**config.mk**
```make
export PLATFORM = sky130hd
export DESIGN_NAME = branch_resolve_flat
export DESIGN_NICKNAME = d
export VERILOG_FILES = /design/src/rtl/branch_resolve_pkg.sv /design/src/rtl/branch_resolve_if.sv /design/src/rtl/branch_resolve_pred_fifo.sv /design/src/rtl/branch_resolve.sv /design/src/flat_wrapper.sv
export SDC_FILE = /design/constraint.sdc
export NUM_CORES = 1
export LEC_CHECK = 0
export CORE_MARGIN = 5
export CORE_UTILIZATION = 30
export CTS_BUF_LIST = sky130_fd_sc_hd__clkbuf_16
export CTS_CLUSTER_SIZE = 12
export DETAILED_ROUTE_END_ITERATION = 10
export SYNTH_ARGS = -nofsm -noshare
export SYNTH_HDL_FRONTEND = slang
export SYNTH_SLANG_ARGS = --single-unit
export TNS_END_PERCENT = 20
```
**constraint.sdc**
```tcl
create_clock -name clk -period 3.8 [get_ports clk]
set_clock_uncertainty 0.15 [all_clocks]
set_input_delay 0.38 -clock clk [delete_from_list [all_inputs] [get_ports clk]]
set_output_delay 0.38 -clock clk [all_outputs]
set_load 0.02 [all_outputs]
```
**src/rtl/branch_resolve_pkg.sv**
```systemverilog
// rtl/branch_resolve_pkg.sv - shared PC width, prediction entry and resolver state types
package branch_resolve_pkg;

   localparam int PC_W = 10;

   typedef struct packed {
      logic [PC_W-1:0] pc;
      logic            taken;
      logic [PC_W-1:0] target;
   } br_entry_t;

   typedef enum logic {
      RUN   = 1'b0,
      FLUSH = 1'b1
   } br_state_t;

   // Fall-through PC; wraps naturally at the PC width.
   function automatic logic [PC_W-1:0] pc_inc(input logic [PC_W-1:0] pc);
      return pc + PC_W'(1);
   endfunction

endpackage

```
**src/rtl/branch_resolve_if.sv**
```systemverilog
// rtl/branch_resolve_if.sv - fetch/execute side signals of the branch resolver
interface branch_resolve_if;
   import branch_resolve_pkg::*;

   logic            push;
   logic [PC_W-1:0] pushPC;
   logic            pushTaken;
   logic [PC_W-1:0] pushTarget;
   logic            resolve;
   logic            actTaken;
   logic [PC_W-1:0] actTarget;
   logic            full;
   logic            predRW;
   logic [PC_W-1:0] PCnext;
   logic            flushing;
   logic [15:0]     mispredCnt;

   modport master (
      output push, pushPC, pushTaken, pushTarget, resolve, actTaken, actTarget,
      input  full, predRW, PCnext, flushing, mispredCnt
   );

   modport slave (
      input  push, pushPC, pushTaken, pushTarget, resolve, actTaken, actTarget,
      output full, predRW, PCnext, flushing, mispredCnt
   );

endinterface

```
**src/rtl/branch_resolve_pred_fifo.sv**
```systemverilog
// rtl/branch_resolve_pred_fifo.sv - circular FIFO of outstanding branch predictions
module pred_fifo
   import branch_resolve_pkg::*;
#(
   parameter int DEPTH = 4
) (
   input  logic      clk,
   input  logic      rst_n,
   input  logic      push,
   input  logic      pop,
   input  logic      clear,
   input  br_entry_t din,
   output logic      full,
   output logic      empty,
   output br_entry_t head
);

   localparam int AW = $clog2(DEPTH);

   br_entry_t       mem [DEPTH];
   logic [AW-1:0]   rd_ptr;
   logic [AW-1:0]   wr_ptr;
   logic [AW:0]     count;

   assign full  = (count == (AW+1)'(DEPTH));
   assign empty = (count == '0);
   assign head  = mem[rd_ptr];

   // Push into a full FIFO is only issued alongside a pop; the head is read before being overwritten.
   always_ff @(posedge clk) begin
      if (push) begin
         mem[wr_ptr] <= din;
      end
   end

   always_ff @(posedge clk or negedge rst_n) begin
      if (!rst_n) begin
         rd_ptr <= '0;
         wr_ptr <= '0;
         count  <= '0;
      end else if (clear) begin
         rd_ptr <= '0;
         wr_ptr <= '0;
         count  <= '0;
      end else begin
         if (push) wr_ptr <= wr_ptr + AW'(1);
         if (pop)  rd_ptr <= rd_ptr + AW'(1);
         case ({push, pop})
            2'b10:   count <= count + (AW+1)'(1);
            2'b01:   count <= count - (AW+1)'(1);
            default: count <= count;
         endcase
      end
   end

endmodule

```
**src/rtl/branch_resolve.sv**
```systemverilog
// rtl/branch_resolve.sv - checks fetch predictions against execute outcomes, redirects and flushes
module branch_resolve
   import branch_resolve_pkg::*;
#(
   parameter int DEPTH = 4
) (
   input  logic              clk,
   input  logic              rst_n,
   branch_resolve_if.slave   bus
);

   br_state_t       state, state_nx;
   logic [1:0]      flush_cnt, flush_cnt_nx;
   logic            pred_rw;
   logic [PC_W-1:0] pc_next;
   logic [15:0]     mispred_cnt;

   logic            mispred;
   logic            pop;
   logic            push_ok;
   logic            fifo_full;
   logic            fifo_empty;
   br_entry_t       head;
   br_entry_t       din;
   logic [PC_W-1:0] redirect_pc;

   assign din = '{pc: bus.pushPC, taken: bus.pushTaken, target: bus.pushTarget};

   pred_fifo #(.DEPTH(DEPTH)) u_fifo (
      .clk   (clk),
      .rst_n (rst_n),
      .push  (push_ok),
      .pop   (pop),
      .clear (mispred),
      .din   (din),
      .full  (fifo_full),
      .empty (fifo_empty),
      .head  (head)
   );

   assign redirect_pc = bus.actTaken ? bus.actTarget : pc_inc(head.pc);

   always_comb begin
      state_nx     = state;
      flush_cnt_nx = flush_cnt;
      mispred      = 1'b0;
      pop          = 1'b0;
      push_ok      = 1'b0;
      case (state)
         RUN: begin
            if (bus.resolve && !fifo_empty) begin
               if ((head.taken != bus.actTaken) ||
                   (head.taken && bus.actTaken && (head.target != bus.actTarget)))
                  mispred = 1'b1;
               else
                  pop = 1'b1;
            end
            // A correct resolve frees the head slot, so a full FIFO can still take the push.
            push_ok = bus.push && !mispred && (!fifo_full || pop);
            if (mispred) begin
               state_nx     = FLUSH;
               flush_cnt_nx = 2'd2;
            end
         end
         FLUSH: begin
            flush_cnt_nx = flush_cnt - 2'd1;
            if (flush_cnt <= 2'd1) state_nx = RUN;
         end
         default: state_nx = RUN;
      endcase
   end

   always_ff @(posedge clk or negedge rst_n) begin
      if (!rst_n) begin
         state       <= RUN;
         flush_cnt   <= 2'd0;
         pred_rw     <= 1'b0;
         pc_next     <= '0;
         mispred_cnt <= 16'd0;
      end else begin
         state     <= state_nx;
         flush_cnt <= flush_cnt_nx;
         pred_rw   <= mispred;
         if (mispred) begin
            pc_next <= redirect_pc;
            if (mispred_cnt != 16'hFFFF) mispred_cnt <= mispred_cnt + 16'd1;
         end
      end
   end

   assign bus.full       = fifo_full;
   assign bus.predRW     = pred_rw;
   assign bus.PCnext     = pc_next;
   assign bus.flushing   = (state == FLUSH);
   assign bus.mispredCnt = mispred_cnt;

endmodule
```
**src/flat_wrapper.sv**
```systemverilog
// flat-port wrapper written by rule: the top's interface ports become plain ports
module branch_resolve_flat import branch_resolve_pkg::*;
#(
   parameter int DEPTH = 4
)
  (clk, rst_n, bus_push, bus_pushPC, bus_pushTaken, bus_pushTarget, bus_resolve, bus_actTaken, bus_actTarget, bus_full, bus_predRW, bus_PCnext, bus_flushing, bus_mispredCnt);
  branch_resolve_if bus_i ();
  input  logic clk;
  input  logic rst_n;
  input wire logic [$bits(bus_i.push)-1:0] bus_push;
  input wire logic [$bits(bus_i.pushPC)-1:0] bus_pushPC;
  input wire logic [$bits(bus_i.pushTaken)-1:0] bus_pushTaken;
  input wire logic [$bits(bus_i.pushTarget)-1:0] bus_pushTarget;
  input wire logic [$bits(bus_i.resolve)-1:0] bus_resolve;
  input wire logic [$bits(bus_i.actTaken)-1:0] bus_actTaken;
  input wire logic [$bits(bus_i.actTarget)-1:0] bus_actTarget;
  output wire logic [$bits(bus_i.full)-1:0] bus_full;
  output wire logic [$bits(bus_i.predRW)-1:0] bus_predRW;
  output wire logic [$bits(bus_i.PCnext)-1:0] bus_PCnext;
  output wire logic [$bits(bus_i.flushing)-1:0] bus_flushing;
  output wire logic [$bits(bus_i.mispredCnt)-1:0] bus_mispredCnt;
  assign bus_i.push = bus_push;
  assign bus_i.pushPC = bus_pushPC;
  assign bus_i.pushTaken = bus_pushTaken;
  assign bus_i.pushTarget = bus_pushTarget;
  assign bus_i.resolve = bus_resolve;
  assign bus_i.actTaken = bus_actTaken;
  assign bus_i.actTarget = bus_actTarget;
  assign bus_full = bus_i.full;
  assign bus_predRW = bus_i.predRW;
  assign bus_PCnext = bus_i.PCnext;
  assign bus_flushing = bus_i.flushing;
  assign bus_mispredCnt = bus_i.mispredCnt;
  branch_resolve #(.DEPTH(DEPTH)) u_core (.clk(clk), .rst_n(rst_n), .bus(bus_i));
endmodule
```
## Word-level counts from Yosys, hierarchy flattened

Memories as Yosys holds them, arrays and structs flattened.
Index checks and enable logic that the tools add are counted.

- Add/subtract/negate cells: 7
- $lt $le $gt $ge: 1
- Equal/unequal tests: 7
- Mux-type cells: 23
- Bitwise gates (word level): 1
- Reduce and logical (&&, ||, !) cells: 15

Operator list:

| kind | count |
|---|---|
| $add 16x1->16 const B | 1 |
| $ne 16x16->1 const B | 1 |
| $mux 1 | 13 |
| $add 10x1->10 const B | 1 |
| $mux 10 | 1 |
| $mux 2 | 5 |
| $ne 10x10->1 | 1 |
| $pmux 3 s2 | 1 |
| $logic_and 1x1->1 | 5 |
| $add 2x1->2 const B | 2 |
| $pmux 2 s2 | 1 |
| $reduce_bool 2->1 | 2 |
| $add 3x1->3 const B | 1 |
| $eq 3x3->1 const B | 1 |
| $logic_not 1->1 | 3 |
| $logic_not 3->1 | 1 |
| $mux 3 | 1 |
| $reduce_bool 3->1 | 1 |
| $sub 3x1->3 const B | 1 |
| $eq 2x1->1 const B | 1 |
| $eq 2x2->1 const B | 1 |
| $le 2x1->1 const B | 1 |
| $logic_or 1x1->1 | 2 |
| $ne 2x1->1 const B | 1 |
| 5 further kinds | 5 |

- Register bits after elaboration: 37
- Memory bits (writable): 84
- Input bits: 36
- Output and inout port bits: 29
- Word-level logic and storage cells: 63
- Memories: 1

Memories:

| memory | words | width | rd ports | clocked after memory_dff | write ports | RTL line | source |
|---|---|---|---|---|---|---|---|
| u_core.u_fifo.mem | 4 | 21 | 1 | 0 | 1 | branch_resolve_pred_fifo.sv:20 | `br_entry_t mem [DEPTH];` |

## Logic depth before layout (Yosys ltp)

An unclocked memory read counts as a cell.

- Word-level depth: 14
- Depth in mapped cells: 15
- Gate-level depth less buffers: 13

## Modules after synthesis

Synthesis repeated with hierarchy kept, for this count alone.

- Cells, all modules: 323
- Area, all modules: 5,312.6 um^2

By module, submodules not included:

| module | times used | cells an instance | area an instance (um^2) | seq. area each (um^2) |
|---|---|---|---|---|
| pred_fifo | 1 | 151 | 3,493.4 | 2,697.6 |
| branch_resolve | 1 | 172 | 1,819.2 | 750.7 |

## Worst setup path after synthesis

OpenSTA, ideal clock, no wires.

- Path type: register to register
- Start point: register u_core.u_fifo.rd_ptr[1]
- End point: register u_core.u_fifo.count[2]
- Library setup time: 0.132 ns
- Data arrival time: 3.578 ns
- Required time: 3.518 ns
- Setup slack: -0.059 ns
- Stages on the path, launching flop included: 16
- Path buffers: 3
- Period minus slack after synthesis: 3.859 ns
- Cell sequence: dfrtp_1 buf_2 buf_2 buf_2 mux4_2 ha_1 nor4_4 a21oi_2 a2111oi_4 inv_1 ha_1 fa_1 xnor2_1 nor2_1 xnor2_1 nor2_1

- Longest elaborated chain between the ends: 14
- Elaborated cells between the ends (all ways): 24
- Those cells by class: eq/ne: 4; mux: 11; reduce/logical: 8; memory: 1

Ends and longest elaborated chain:

| what | RTL line | source |
|---|---|---|
| start, declared | branch_resolve_pred_fifo.sv:21 | `logic [AW-1:0] rd_ptr;` |
| start signal, assigned | branch_resolve_pred_fifo.sv:47 | `if (pop) rd_ptr <= rd_ptr + AW'(1);` |
| $mem_v2 4x21 (*) | - |  |
| $ne 10x10->1 or $logic_and 1x1->1 (tied branches) | branch_resolve.sv:53 | `(head.taken && bus.actTaken && (head.target != bus.actTarget)))` |
| $logic_and 1x1->1 | branch_resolve.sv:53 |  |
| $logic_or 1x1->1 (*) | branch_resolve.sv:52 | `if ((head.taken != bus.actTaken) \|\|` |
| $mux 1 | branch_resolve.sv:52 |  |
| $mux 1 | branch_resolve.sv:51 | `if (bus.resolve && !fifo_empty) begin` |
| $mux 1 | branch_resolve.sv:49 | `case (state)` |
| $logic_not 1->1 | branch_resolve.sv:59 | `push_ok = bus.push && !mispred && (!fifo_full \|\| pop);` |
| $logic_and 1x1->1 (2 in series) | branch_resolve.sv:59 |  |
| $mux 1 | branch_resolve.sv:49 |  |
| $eq 2x1->1 or $eq 2x2->1 (tied branches) | branch_resolve_pred_fifo.sv:48 | `case ({push, pop})` |
| $pmux 3 s2 | branch_resolve_pred_fifo.sv:48 |  |
| $mux 3 | branch_resolve_pred_fifo.sv:41 | `end else if (clear) begin` |
| end signal, assigned | branch_resolve_pred_fifo.sv:49 | `2'b10: count <= count + (AW+1)'(1);` |
| end signal, assigned | branch_resolve_pred_fifo.sv:50 | `2'b01: count <= count - (AW+1)'(1);` |
| end signal, assigned | branch_resolve_pred_fifo.sv:51 | `default: count <= count;` |
| end, declared | branch_resolve_pred_fifo.sv:23 | `logic [AW:0] count;` |

Mark *: on every way between the ends. The rest lies on a longest branch, timed or not. The select of a mux whose other input is x is not followed.
A chain may end at the register's enable or synchronous reset.

## Final worst setup path

- Start point: register u_core.u_fifo.rd_ptr[0]
- End point: register u_core.u_fifo.count[2]

Same word-level chain as after synthesis.

==> results summary <==
The run finished with clean final reports. Synthesis inferred 121 register bits. The switching power is 1.58 mW. The initial antenna violation count came out at 0. The compound-gate portion of the synthesized area is 0.0242. The number of cells on the worst reg-to-reg path came out at 14. The cell leakage power is 2.50 nW. The count of flip-flops with a built-in enable after synthesis is 84. In this run the register-to-register setup slack is 0.25 ns. The routed wire length is ~11 mm. The post-synthesis adder-cell area fraction is 0.0252. The estimated wirelength of the detail-placed design came out at slightly below 8 mm. The type of element launching the critical path is a flip-flop. The share of the clock period used by the worst path came out at 0.933.

Setup violations remaining at the end of the flow were counted as 0. The post-synth net total is between 300 and 400. The clock net sink count is 121. Along the worst hold path, the cell count comes to 1. The startpoint identified for the worst hold timing path is u_core.bus.mispredCnt[15]$_DFFE_PN0P_.

During placement, the flow inserted port buffers numbering 64. The top flip-flop cell by instance count after synthesis is edfxtp_1. The count of non-filler cells in the finished layout is 655. The post-detailed-route wirelength per cell is 17.0 um. The netlist uses 38 different library cells. CTS placed an instance of clkbuf_16 at the clock tree root.

After clock tree synthesis, the clock-pin slew on the worst setup and hold paths is 0.06 ns. The wire length of the first global-routing pass is 18.2 mm. The all-layer global routing usage came out at 0.119. The DRC violations left is 0.

STA puts the critical path data required time at 3.95 ns. The destination of the worst register-to-register timing path is u_core.u_fifo.count[2]$_DFFE_PN0P_. The post-synthesis share of cell area spent on xor and xnor gates came out at 0.0665. The fmax came out at 0.282 GHz. After synthesis, the most frequently instantiated cells are edfxtp_1 (84), dfrtp_1 (37), nand2_1 (21), xor2_1 (21), xnor2_1 (19). The internal power of the cells totals approximately 3.5 mW. By area, the combinational part of the netlist is dominated by multiplexers. The first-iteration detailed-routing DRC count is 146.

The total instance count after detailed placement came out at 623. The floorplan die width came out at 143 um. The number of instances in the synthesized netlist is approximately 330. The effective utilization at floorplan is 0.305. From synthesis to final layout, the design area changed by 30.0%. Along the worst path, the maximum fanout reaches 16. The worst slack at placement is around 0.2 ns.

The sequential cell fraction of total power came out at 0.370. The vertical die dimension came out at 143 um. The switching part of the total power is 0.310. After synthesis, the share of flip-flops with an asynchronous set or reset is 0.306. The post-route worst setup slack is 0.254 ns. The final layout contains ~470 nets. The number of iterations in the first detailed-routing pass is 4.

The area of the core region is 17300 um^2. The CTS H-tree depth came out at 4. Of the total power, the clock network draws 0.310. The mapped netlist covers about 5300 um^2. The overall overflow remaining after global route came out at 0. The path with the worst hold slack has its endpoint at u_core.bus.mispredCnt[15]$_DFFE_PN0P_.

The worst max-slew margin expressed relative to the limit came out at 0.418. The mean cell area of the mapped netlist is 15.8 um^2. The vias per cell came out at 4.62. Of the synthesized area, sequential elements account for 0.654. STA puts the critical path data arrival time at around 3.7 ns. In this run the critical register-to-register path is launched from u_core.u_fifo.rd_ptr[0]$_DFFE_PN0P_. The critical path is of the reg2reg type. In the post-synthesis netlist, the cell with the most instances is edfxtp_1. The tool flagged a number of max-cap violations equal to 0.

The largest net degree at the start of global routing came out at 38. The deepest clock path buffer count came out at 2. Across the VDD grid, the largest voltage drop is ~0.39 mV. The number of synthesis warnings came out at 0. The total vias in the final route came out at 3027.

The critical path capture point type is a flip-flop. The via count of the first global-routing pass came out at 3362. The transition time at the pin with the least slew margin is approximately 0.87 ns. The number of endpoints with negative hold slack in the final report was 0. The number of antenna repair diodes is 0.

The congestion estimate from routability-driven global placement came to 0.768. TritonCTS created 17 clock buffers. In this run the worst hold path is classified as reg2reg.

Once detail routing completed, the nets flagged for antenna violations numbered 0. The share of total power dissipated in combinational logic is 0.320. The fraction of final layout cells sized beyond drive strength 1 is 0.172. edfxtp_1 takes more of the synthesized area than any other cell.

The die footprint is 20300 um^2. The site row count came out at 48. The final instance area came out at around 6900 um^2.

65 I/O pins were placed. Of the post-synthesis cell area, the dominant cell type holds 0.479. The final max-slew violation count came out at 0. Measured against the total synthesized area, the mux share comes to 0.130. The minimum period implied by the final worst setup slack is 3.55 ns. Ranked by total cell area, the synthesized netlist is headed by edfxtp_1 (48%), dfrtp_1 (18%), mux4_2 (4.7%), xor2_1 (3.5%), xnor2_1 (3.2%). The accumulated negative setup slack came out at 0 ns. The basic-gate share of the synthesized area counting and, or, nand and nor cells came out at 0.0828. The CTS tree is built. The post-place instance area came out at 6230 um^2. The latest clock arrival within the worst-skew pair came out at 0.41 ns. The layout filler cell count came out at 1629. The total power density per cell area came out at 743 nW/um^2.
==> critical path, stage by stage, from the launching register on <==
cell and delay (ns):
dfrtp_2 0.41, buf_12 0.19, mux4_1 0.62, xnor2_2 0.16, nand3_2 0.12, nor4_4 0.29
a21oi_2 0.12, a2111oi_4 0.23, inv_1 0.08, ha_1 0.22, fa_1 0.39, xnor2_1 0.13
nor2_1 0.11, xnor2_1 0.13, nor2_1 0.05
==> timing repair <==
| action | in CTS | in global routing |
|---|---|---|
| buffers inserted | 0 | 1 |
| hold buffers | 1 | 0 |
| resized for setup | 0 | 4 |
| hold endpoints to repair | 37 | 0 |
| setup endpoints to repair | 0 | 1 |
==> layer usage <==
metal	global-route usage	vias to the layer above	wire length [um]
met1	0.150	1520	5030
li1	-	1426	-
met4	0.0330	0	106
met3	0.0444	9	618
met2	0.193	72	5390
met5	0	-	0
==> sequential cells by signal, summed over array words and instances, names as in the netlist <==
| signal | count |
|---|---|
| u_core.bus.PCnext | 10 |
| u_core.u_fifo.count | 3 |
| u_core.u_fifo.rd_ptr | 2 |
| u_core.u_fifo.mem | 84 |
| u_core.u_fifo.wr_ptr | 2 |
| u_core.bus.predRW | 1 |
| u_core.flush_cnt | 2 |
| u_core.bus.flushing | 1 |
| u_core.bus.mispredCnt | 16 |
==> power by group through the flow <==
| stage | combinational (mW) | sequential, mW | clock (mW) |
|---|---|---|---|
| floorplan | 0.994 | 1.95 | 0 |
| global placement | 1.60 | 1.90 | 0 |
| detailed placement | 1.64 | 1.91 | 0 |
| CTS | 1.65 | 1.89 | 1.61 |
| global route | 1.79 | 1.92 | 1.67 |
| finish | 1.63 | 1.89 | 1.58 |
==> cell usage in the layout (no fill, tap or decap), types with 3 or more instances in the layout <==
cell and count:
nor3b_1 4, nor3_1 7, nor2_1 11, xor2_1 21
nand2_1 21, nand4_1 9, mux4_1 6, mux4_2 11
o21ai_0 11, buf_4 13, nand3_1 11, and3_1 3
ha_1 9, and2_1 5, edfxtp_1 84, mux2_2 12
mux2i_1 13, xnor2_1 17, bufinv_16 3, clkdlybuf4s50_1 63
clkinvlp_4 3, dfrtp_1 36, clkinv_4 3, inv_1 7
clkbuf_16 17
==> cell type report <==
type / count / area, um^2 / share of cell area
clock buffer: 17 / 425 / 0.0621
tap: 225 / 282 / 0.0411
timing repair buffer: 79 / 763 / 0.111
sequential: 121 / 3450 / 0.503
multi-input combinational: 193 / 1750 / 0.256
inverter: 7 / 26.3 / 0.00383
clock inverter: 13 / 156 / 0.0228
==> through the flow <==
stage | util | power, mW | hold WS (ns)
global route | 0.396 | 5.39 | 0.362
CTS | 0.395 | 5.15 | 0.346
detailed placement | 0.360 | 3.56 | 0.337
floorplan | - | 2.94 | -0.0656
finish | 0.396 | 5.09 | 0.341
global placement | 0.360 | 3.50 | 0.325
==> kinds of logic (layout without fill, tap and decap cells) <==
family,after synthesis,in the layout
flip-flops,121,121
buffers and inverters,20,116
AO/OA/AOI/OAI,18,18
AND/OR/NAND/NOR,82,82
adder cells (fa/ha/maj),10,10
multiplexers,43,43
XOR/XNOR,40,40
==> worst max path at each step <==
stage                                             start                            endpoint  slack (ns)  depth (start not counted)
floorplan           u_core.u_fifo.rd_ptr[1]$_DFFE_PN0P_  u_core.u_fifo.count[2]$_DFFE_PN0P_        0.07                         15
CTS                 u_core.u_fifo.rd_ptr[0]$_DFFE_PN0P_  u_core.u_fifo.count[2]$_DFFE_PN0P_        0.19                         14
finish              u_core.u_fifo.rd_ptr[0]$_DFFE_PN0P_  u_core.u_fifo.count[2]$_DFFE_PN0P_        0.25                         14
global route        u_core.u_fifo.rd_ptr[0]$_DFFE_PN0P_  u_core.u_fifo.count[2]$_DFFE_PN0P_       -0.02                         14
detailed placement  u_core.u_fifo.rd_ptr[0]$_DFFE_PN0P_  u_core.u_fifo.count[2]$_DFFE_PN0P_        0.20                         14
global placement    u_core.u_fifo.rd_ptr[0]$_DFFE_PN0P_  u_core.u_fifo.count[2]$_DFFE_PN0P_        0.34                         14
(Power assumes the default switching activity.)
